$ cat src/rtl/pdm_pkg.sv
// Shared types and helpers for the PDM microphone front end.
package pdm_pkg;

  typedef enum logic [1:0] {
    PDM_IDLE   = 2'd0,
    PDM_WARMUP = 2'd1,
    PDM_RUN    = 2'd2
  } pdm_state_e;

  typedef enum logic {
    PDM_CHAN_L = 1'b0,
    PDM_CHAN_R = 1'b1
  } pdm_chan_e;

  localparam int PDM_LEVEL_W = 32;

  // +2^shift for a captured 1, -2^shift for a captured 0 (two's complement).
  function automatic logic signed [PDM_LEVEL_W-1:0] pdm_level(input logic bit_val, input int shift);
    logic signed [PDM_LEVEL_W-1:0] mag;
    mag = PDM_LEVEL_W'(1) << shift;
    return bit_val ? mag : -mag;
  endfunction

endpackage

$ cat src/rtl/pdm_clk_gen.sv
// Microphone clock divider: period counter, registered pdm_clk and the two
// capture ticks (last cycle of the low phase / last cycle of the high phase).
module pdm_clk_gen
  import pdm_pkg::*;
#(
  parameter int CLK_DIV = 16
) (
  input  logic clk,
  input  logic rst,
  input  logic cnt_en,   // current state counts (not IDLE)
  input  logic clear,    // next state is IDLE: park counter and pdm_clk
  output logic pdm_clk,
  output logic tick_r,
  output logic tick_f,
  output logic wrap
);

  localparam int CNT_W = $clog2(CLK_DIV);
  localparam logic [CNT_W-1:0] LAST      = CNT_W'(CLK_DIV - 1);
  localparam logic [CNT_W-1:0] HALF_LAST = CNT_W'(CLK_DIV / 2 - 1);

  logic [CNT_W-1:0] div_cnt_q, div_cnt_d;
  logic             pdm_clk_q, pdm_clk_d;

  // Next count; pdm_clk is derived from the next count so it lines up with div_cnt.
  always_comb begin
    // NOTE: every always_comb output gets a default first so no path can infer a latch.
    div_cnt_d = '0;
    if (!clear && cnt_en) begin
      div_cnt_d = (div_cnt_q == LAST) ? '0 : div_cnt_q + 1'b1;
    end
    pdm_clk_d = !clear && (div_cnt_d <= HALF_LAST);
  end

  // Counter and clock registers.
  always_ff @(posedge clk or posedge rst) begin
    // NOTE: state updates use non-blocking assignments so all flops see pre-edge values.
    if (rst) begin
      div_cnt_q <= '0;
      pdm_clk_q <= 1'b0;
    end else begin
      div_cnt_q <= div_cnt_d;
      pdm_clk_q <= pdm_clk_d;
    end
  end

  assign pdm_clk = pdm_clk_q;
  assign tick_r  = cnt_en && (div_cnt_q == LAST);
  assign tick_f  = cnt_en && (div_cnt_q == HALF_LAST);
  assign wrap    = tick_r;

endmodule

$ cat src/rtl/pdm_frontend.sv
// PDM microphone front end: clocks the mic, synchronises its data, discards
// the warm-up interval and emits +/-2^SCALE_SHIFT samples with a valid strobe.
// Define PDM_STEREO_EN to capture on both pdm_clk edges (two channels).
module pdm_frontend
  import pdm_pkg::*;
#(
  parameter int CLK_DIV       = 16,
  parameter int OUT_WIDTH     = 16,
  parameter int WARMUP_CYCLES = 4096,
  parameter int SCALE_SHIFT   = 0
) (
  input  logic                 clk,
  input  logic                 rst,
  input  logic                 enable,
  input  logic                 channel_sel,
  input  logic                 pdm_data,
  output logic                 pdm_clk,
  output logic                 ready,
  output logic                 out_valid,
  output logic [OUT_WIDTH-1:0] out_sample,
  output logic                 out_chan
);

  localparam int WARM_W = (WARMUP_CYCLES > 1) ? $clog2(WARMUP_CYCLES) : 1;
  localparam logic [WARM_W-1:0] WARM_LAST = WARM_W'(WARMUP_CYCLES - 1);

  pdm_state_e           state_q, state_d;
  logic [WARM_W-1:0]    warm_cnt_q, warm_cnt_d;
  logic                 sync1_q, sync2_q;
  logic                 ready_q, ready_d;
  logic                 out_valid_q, out_valid_d;
  logic [OUT_WIDTH-1:0] out_sample_q, out_sample_d;
  pdm_chan_e            out_chan_q, out_chan_d;
  logic                 tick_r, tick_f, wrap;
  logic                 cap_tick;
  pdm_chan_e            cap_chan;

  pdm_clk_gen #(.CLK_DIV(CLK_DIV)) u_clk_gen (
    .clk     (clk),
    .rst     (rst),
    .cnt_en  (state_q != PDM_IDLE),
    .clear   (state_d == PDM_IDLE),
    .pdm_clk (pdm_clk),
    .tick_r  (tick_r),
    .tick_f  (tick_f),
    .wrap    (wrap)
  );

`ifdef PDM_STEREO_EN
  logic unused_channel_sel;
  assign unused_channel_sel = channel_sel;
  assign cap_tick = tick_r | tick_f;
  assign cap_chan = tick_f ? PDM_CHAN_R : PDM_CHAN_L;
`else
  pdm_chan_e chan_q, chan_d;

  // Channel select is sampled only at period boundaries so a period is never split.
  always_comb begin
    chan_d = chan_q;
    if ((state_q == PDM_IDLE && enable) || wrap) chan_d = pdm_chan_e'(channel_sel);
  end

  // Latched channel select.
  always_ff @(posedge clk or posedge rst) begin
    if (rst) chan_q <= PDM_CHAN_L;
    else     chan_q <= chan_d;
  end

  assign cap_tick = (chan_q == PDM_CHAN_R) ? tick_f : tick_r;
  assign cap_chan = chan_q;
`endif

  // State transitions and warm-up period counting.
  always_comb begin
    state_d    = state_q;
    warm_cnt_d = warm_cnt_q;
    case (state_q)
      PDM_IDLE: begin
        warm_cnt_d = '0;
        if (enable) state_d = (WARMUP_CYCLES == 0) ? PDM_RUN : PDM_WARMUP;
      end
      PDM_WARMUP: begin
        if (wrap) begin
          if (warm_cnt_q == WARM_LAST) state_d = PDM_RUN;
          else                         warm_cnt_d = warm_cnt_q + 1'b1;
        end
      end
      PDM_RUN: ;
      default: state_d = PDM_IDLE;
    endcase
    if (!enable) state_d = PDM_IDLE;
  end

  // Output sample generation; a tick coinciding with enable falling is dropped.
  always_comb begin
    ready_d      = (state_d == PDM_RUN);
    out_valid_d  = (state_q == PDM_RUN) && enable && cap_tick;
    out_sample_d = out_sample_q;
    out_chan_d   = out_chan_q;
    if (out_valid_d) begin
      out_sample_d = OUT_WIDTH'(pdm_level(sync2_q, SCALE_SHIFT));
      out_chan_d   = cap_chan;
    end
  end

  // Synchroniser, FSM and output registers.
  always_ff @(posedge clk or posedge rst) begin
    if (rst) begin
      sync1_q      <= 1'b0;
      sync2_q      <= 1'b0;
      state_q      <= PDM_IDLE;
      warm_cnt_q   <= '0;
      ready_q      <= 1'b0;
      out_valid_q  <= 1'b0;
      out_sample_q <= '0;
      out_chan_q   <= PDM_CHAN_L;
    end else begin
      sync1_q      <= pdm_data;
      sync2_q      <= sync1_q;
      state_q      <= state_d;
      warm_cnt_q   <= warm_cnt_d;
      ready_q      <= ready_d;
      out_valid_q  <= out_valid_d;
      out_sample_q <= out_sample_d;
      out_chan_q   <= out_chan_d;
    end
  end

  assign ready      = ready_q;
  assign out_valid  = out_valid_q;
  assign out_sample = out_sample_q;
  assign out_chan   = out_chan_q;

endmodule

$ cat config.mk
export PLATFORM = sky130hd
export DESIGN_NAME = pdm_frontend
export DESIGN_NICKNAME = d
export VERILOG_FILES = /design/src/rtl/pdm_pkg.sv /design/src/rtl/pdm_clk_gen.sv /design/src/rtl/pdm_frontend.sv
export SDC_FILE = /design/constraint.sdc
export NUM_CORES = 1
export LEC_CHECK = 0
export BUFFER_PORTS_ARGS = -buffer_cell sky130_fd_sc_hd__buf_2
export CORE_UTILIZATION = 42
export CTS_BUF_LIST = sky130_fd_sc_hd__clkbuf_8
export CTS_CLUSTER_SIZE = 30
export DETAILED_ROUTE_END_ITERATION = 12
export SYNTH_ARGS = -nofsm -noshare
export SYNTH_HDL_FRONTEND = slang
export SYNTH_SLANG_ARGS = --single-unit
$ cat constraint.sdc
create_clock -name clk -period 2.64 [get_ports clk]
set_input_delay 0.264 -clock clk [delete_from_list [all_inputs] [get_ports clk]]
set_output_delay 0.264 -clock clk [all_outputs]
set_load 0.01 [all_outputs]
==> results of run 1 <==
sequential cells by signal, indices dropped and copies added (netlist names):
register and cells:
u_clk_gen.div_cnt_q 4, u_clk_gen.pdm_clk 1, out_valid 1, sync2_q 1, sync1_q 1, ready 1
state_q 2, out_sample 2, cap_chan 1, warm_cnt_q 12, out_chan 1
layout make-up:
class / instances / area, µm²
Tap cell: 44 / 55.1
Multi-Input combinational cell: 88 / 599
Clock inverter: 1 / 5.00
Clock buffer: 3 / 41.3
Fill cell: 313 / 1620
Timing Repair Buffer: 25 / 128
Inverter: 9 / 33.8
Sequential cell: 27 / 676
Yosys cell counts:
cell / count / area (µm²)
o41a_1: 1 / 11.3
nand2b_1: 4 / 25.0
nor2_1: 4 / 15.0
mux2_2: 2 / 22.5
and4b_2: 1 / 11.3
or4_1: 4 / 30.0
o41ai_4: 1 / 27.5
nor4_1: 1 / 6.26
clkbuf_1: 1 / 3.75
and3_1: 3 / 18.8
nand4_1: 2 / 12.5
inv_1: 9 / 33.8
nor3_1: 1 / 5.00
nand3_2: 1 / 10.0
mux2i_1: 3 / 30.0
ha_1: 2 / 25.0
dfrtp_1: 27 / 676
o31ai_1: 5 / 37.5
or3_1: 4 / 25.0
nand4_2: 1 / 12.5
and4_1: 1 / 8.76
buf_6: 1 / 11.3
a21oi_1: 12 / 60.1
xor2_1: 1 / 8.76
a22o_1: 2 / 17.5
a2111oi_0: 2 / 17.5
o21ai_0: 6 / 30.0
nand2_1: 9 / 33.8
nand3_1: 6 / 30.0
xnor2_1: 2 / 17.5
buf_2: 1 / 5.00
nand3b_1: 1 / 7.51
a311oi_1: 1 / 8.76
nand4b_1: 1 / 8.76
o21ai_1: 1 / 5.00
and3_2: 1 / 7.51
o22ai_1: 1 / 6.26
or2_2: 1 / 6.26
buf_4: 14 / 105
worst min-delay path by stage:
stage	from	to	cells after the start
after floorplan	pdm_data	sync1_q$_DFF_PP0_	0
after global placement	sync1_q$_DFF_PP0_	sync2_q$_DFF_PP0_	0
after detailed placement	rst	out_sample[14]$_DFFE_PP0P_	3
after CTS	rst	sync2_q$_DFF_PP0_	3
after global routing	rst	state_q[0]$_DFF_PP0_	3
final	rst	warm_cnt_q[3]$_DFFE_PP0P_	3
cells by family (layout without fill, tap and decap cells):
family | Yosys count | count (layout) | share of synthesized area [%]
and+or+nand+nor | 46 | 46 | 19.1
AOI/OAI and AO/OA | 32 | 32 | 15.4
DFF | 27 | 27 | 47.1
buffers and inverters | 26 | 38 | 11.1
muxes | 5 | 5 | 3.66
xor gates and xnor gates | 3 | 3 | 1.83
adders and majority gates | 2 | 2 | 1.74
per-layer routing:
layer / GRT usage [%] / up-vias / part of all wire, % / wire length [µm]
li1: - / 522 / - / -
met3: 2.56 / 2 / 5.5 / 140
met4: 3.90 / 0 / 0.39 / 10
met5: 0 / - / 0 / 0
met1: 20.3 / 495 / 49 / 1250
met2: 25.6 / 34 / 45 / 1160
per-stage QoR:
stage / area [µm²] / hold WS, ns / total power, mW
global route: 1540 / 0.0650 / 0.715
global placement: 1490 / 0.333 / 0.463
detailed placement: 1490 / 0.341 / 0.465
floorplan: 1430 / 0.295 / 0.453
finish: 1540 / 0.0369 / 0.690
CTS: 1540 / 0.0486 / 0.694
power by group:
group / switching, mW / internal (mW) / leakage, nW
clock: 0.129 / 0.106 / 0.0255
sequential: 0.00659 / 0.420 / 0.365
combinational: 0.0184 / 0.0110 / 0.316
worst max-delay path, cell delays in order (launching register included):
cell and delay [ns]:
dfrtp_1 0.43, ha_1 0.22, nand3_2 0.21, o41ai_4 0.67, o22ai_1 0.17, a22o_1 0.20
==> out/results.tsv, run 1 <==
stage	metric	value	unit
outcome	status	complete, no violations	
critical_path	crit-reg2reg-launch	warm_cnt_q[0]$_DFFE_PP0P_	
critical_path	rr_worst_depth	5	
sta	fin_crit	2.02	ns
finish	antennaDiodeCount	0	
synth	syn_avg_cell_area	10.2	µm²
sta	setup_tns	0	ns
cts	h-tree-depth	1	
floorplanning	coreArea	3150	µm²
floorplanning	die_h	60.4	µm
finish	layout.nets	161	
power	ir_drop	0.257	mV
detailed_routing	firstDrtPassIters	4	
sta	hold_viol_final	0	
sta	finClkSkew	0.00322	ns
sta	report.final.slew_viol_count	0	
power	p_leak	0.706	nW
sta	tightest_slew	0.668	ns
global_route	grtUsageTotal	15.1	%
global_route	grt_pass1_vias	933	
critical_path	cp-startpoint	warm_cnt_q[0]$_DFFE_PP0P_	
global_route	antenna_found_initial	0	
placement	routabilityCongestion	0.728	
critical_path	r2r_end	warm_cnt_q[1]$_DFFE_PP0P_	
critical_path	crit_path_start_kind	register	
detailed_routing	wl_per_cell	13.0	µm
floorplanning	die_w	60.4	µm
global_route	grt_pass1_wl	4150	µm
synth	ys_seq_area_share	47.1	%
sta	max_slew_margin	55.3	%
floorplanning	dieArea	3650	µm²
synth	synthesis.nets	148	
placement	dp.cells	193	
power	powerDensity	449	nW/µm²
cts	postCtsSetupRepairBufs	0	
detailed_routing	vias	1053	
cts	root_buffer	clkbuf_8	
global_route	grt.overflow.total	0	
floorplanning	initial_core_util	45.5	%
cts	cts_sinks	27	
floorplanning	num_rows	20	
finish	final_common_cell	dfrtp_1	
critical_path	rrSetupSlack	0.62	ns
min_path	hold_class	in2async	
finish	most-common-layout-cells	dfrtp_1, buf_2, a21oi_1	
synth	postSynthCellCount	141	
detailed_routing	totalWireLength	2560	µm
synth	yosys_warnings	0	
floorplanning	ios	25	
cts	numCtsBuffers	3	
detailed_routing	ant_nets	0	
cts	post_cts_resized	0	
job	drv_cap	0	
critical_path	cp_max_fo	15	
global_route	grt_max_degree	28	
critical_path	worst-setup-path-type	reg2reg	
detailed_routing	drt_iter0_drc	17	
cts	cts_tree	built	
sta	fmaxAchievable	496	MHz
finish	fin_util	48.8	%
cts	ctsHoldBuffers	0	
critical_path	crit_end	warm_cnt_q[1]$_DFFE_PP0P_	
detailed_routing	viasPerCell	5.35	
sta	timing.final.crit_share	76.4	%
synth	ys_seq_elements	27	
synth	syn_area	1430	µm²
finish	drive_above_1_share	24.2	%
finish	fin_cells	197	
placement	hpwlAfterDp	1820	µm
synth	synth_cell_types	39	
sta	setup_ws	0.622	ns
cts	worstSkewPairLatency	0.27	ns
placement	dpl_worst_slack	0.619	ns
detailed_routing	drcViolationCount	0	
cts	clkTransAtPathRegs	0.09	ns
critical_path	cp.required	2.81	ns
finish	area_delta_synth_final	7.24	%
cts	clockBufferDepth	2	
sta	setup_viol	0	
critical_path	endpoint_kind	register	
sta	rsz0062_at_grt	no	
placement	io_buffer_count	24	
critical_path	crit_arrival	2.19	ns
(Power assumes the default switching activity.)
==> run 2, diff against run 1 <==
==> constraint.sdc (replaced) <==
create_clock -name clk -period 1.9 [get_ports clk]
set_input_delay 0.19 -clock clk [delete_from_list [all_inputs] [get_ports clk]]
set_output_delay 0.19 -clock clk [all_outputs]
set_load 0.01 [all_outputs]
==> run 2 against run 1 <==
Global-route usage is 0.086 points lower; maximum frequency is 13% higher; total power is 40% higher; setup slack worse by 0.51 ns; utilization is 3.8 points higher; count of clock-buffer cells in the layout stayed put; non-clock buffer count is 10 higher; critical path depth stayed put; register-to-register slack worse by 0.51 ns; combinational power is 66% higher; largest power group unchanged.
==> out/results.tsv, run 2 (synthesized netlist as in run 1, its figures left out) <==
stage	metric	value	unit
floorplanning	dieArea	3650	µm²
sta	setup_viol	0	
sta	hold_viol_final	0	
placement	routabilityCongestion	0.759	
power	p_leak	0.753	nW
critical_path	endpoint_kind	register	
critical_path	slowest_stage	or4_1	
sta	max_slew_margin	54.2	%
floorplanning	ios	25	
finish	area_delta_synth_final	15.5	%
sta	finClkSkew	0.00171	ns
sta	rsz0062_at_grt	no	
min_path	hold_class	in2reg	
global_route	grt_pass1_wl	4200	µm
critical_path	critPathBufInv	0	
cts	clkTransAtPathRegs	0.09	ns
critical_path	path_cells	ha_4 > and4b_2 > o41ai_4 > or4_1 > a21oi_1	
power	powerDensity	582	nW/µm²
detailed_routing	drt_iter0_drc	27	
sta	fmaxAchievable	561	MHz
critical_path	cp.required	2.10	ns
finish	layout.nets	171	
cts	numCtsBuffers	3	
finish	final_common_cell	dfrtp_1	
critical_path	critPathMaxStageDelay	0.51	ns
cts	worstSkewPairLatency	0.27	ns
critical_path	cp-startpoint	u_clk_gen.div_cnt_q[0]$_DFF_PP0_	
critical_path	crit-reg2reg-launch	u_clk_gen.div_cnt_q[0]$_DFF_PP0_	
sta	setup_ws	0.117	ns
floorplanning	initial_core_util	45.5	%
floorplanning	num_rows	20	
global_route	antenna_found_initial	0	
cts	clockBufferDepth	2	
detailed_routing	wl_per_cell	12.6	µm
job	drv_cap	0	
critical_path	worst-setup-path-type	reg2reg	
global_route	grt.overflow.total	0	
outcome	status	complete, no violations	
detailed_routing	ant_nets	0	
min_path	min_from	pdm_data	
detailed_routing	drcViolationCount	0	
finish	largest_reg_flops	12	
finish	antennaDiodeCount	0	
cts	h-tree-depth	1	
floorplanning	coreArea	3150	µm²
cts	cts_sinks	27	
critical_path	cp_max_fo	15	
placement	hpwlAfterDp	1860	µm
sta	fin_crit	1.78	ns
sta	report.final.slew_viol_count	0	
global_route	grt_pass1_vias	948	
placement	io_buffer_count	24	
critical_path	crit_path_start_kind	register	
detailed_routing	totalWireLength	2600	µm
critical_path	crit_arrival	1.98	ns
detailed_routing	firstDrtPassIters	4	
finish	drive_above_1_share	30.7	%
placement	dpl_worst_slack	0.0146	ns
floorplanning	die_w	60.4	µm
global_route	grtUsageTotal	15.1	%
cts	cts_tree	built	
cts	root_buffer	clkbuf_8	
floorplanning	die_h	60.4	µm
power	ir_drop	0.353	mV
finish	most-common-layout-cells	dfrtp_1, buf_2, a21oi_1	
finish	largest_register	warm_cnt_q	
sta	tightest_slew	0.685	ns
sta	timing.final.crit_share	93.8	%
sta	setup_tns	0	ns
critical_path	cp_top_family	simple AND/OR/NAND/NOR gates	
detailed_routing	viasPerCell	5.28	
global_route	grt_max_degree	28	
detailed_routing	vias	1093	
finish	top_regs	warm_cnt_q x12, u_clk_gen.div_cnt_q x4	
==> run 2: what timing repair did <==
action,in CTS,in global routing
endpoints found under the setup margin,0,9
gates resized for setup,0,8
buffers inserted,0,0
hold endpoints to repair,27,0
hold buffers,1,0
==> run 2: worst paths after layout <==
kind                                                    endpoint  slack [ns]  cells after the start
worst max-delay path                   warm_cnt_q[7]$_DFFE_PP0P_        0.12                      5
worst min-delay path                           sync1_q$_DFF_PP0_        0.02                      1
worst max register to register         warm_cnt_q[7]$_DFFE_PP0P_        0.12                      5
worst min register to register                 sync2_q$_DFF_PP0_        0.36                      0
max in group asynchronous       u_clk_gen.div_cnt_q[0]$_DFF_PP0_        1.11                      4
min in group asynchronous            u_clk_gen.pdm_clk$_DFF_PP0_        0.52                      4
==> run 2: cell type report <==
| type | instances | area [µm²] |
|---|---|---|
| fill | 291 | 1500 |
| tap | 44 | 55.1 |
| multi-input combinational | 88 | 637 |
| inverter | 9 | 33.8 |
| clock buffer | 3 | 41.3 |
| timing repair buffer | 35 | 205 |
| clock inverter | 1 | 7.51 |
| sequential | 27 | 677 |
==> run 2: per-stage QoR <==
stage | total power, mW | cell area [µm²] | util [%] | hold WS [ns] | std cells
after floorplan | 0.629 | 1430 | - | 0.221 | 141
after global placement | 0.647 | 1560 | 49.4 | 0.265 | 202
after detailed placement | 0.649 | 1560 | 49.4 | 0.273 | 202
after CTS | 0.980 | 1620 | 51.3 | 0.0133 | 207
after global routing | 1.01 | 1660 | 52.5 | 0.0121 | 207
final | 0.965 | 1660 | 52.5 | 0.0224 | 207
==> run 2: metal layers <==
metal / share of wire (%) / track usage [%] / wire (µm) / vias up
met1: 49 / 21.9 / 1270 / 526
met5: 0 / 0 / 0 / -
met4: 0.31 / 2.92 / 8 / 0
li1: - / - / - / 539
met2: 46 / 23.9 / 1210 / 26
met3: 4.3 / 2.56 / 111 / 2
==> run 2: worst register-to-register path: cells and delay by family, from the launching register on <==
family / cells / cell delay (ns)
AO/OA/AOI/OAI: 2 / 0.32
adder cells (fa/ha/maj): 1 / 0.17
flip-flops: 1 / 0.42
AND/OR/NAND/NOR: 2 / 0.80
==> run 2: power breakdown <==
group          internal [mW]  leakage, nW  switching (mW)
Combinational         0.0198        0.368          0.0288
Clock                  0.148       0.0217           0.177
Sequential             0.584        0.363         0.00672
Total                  0.752        0.753           0.212
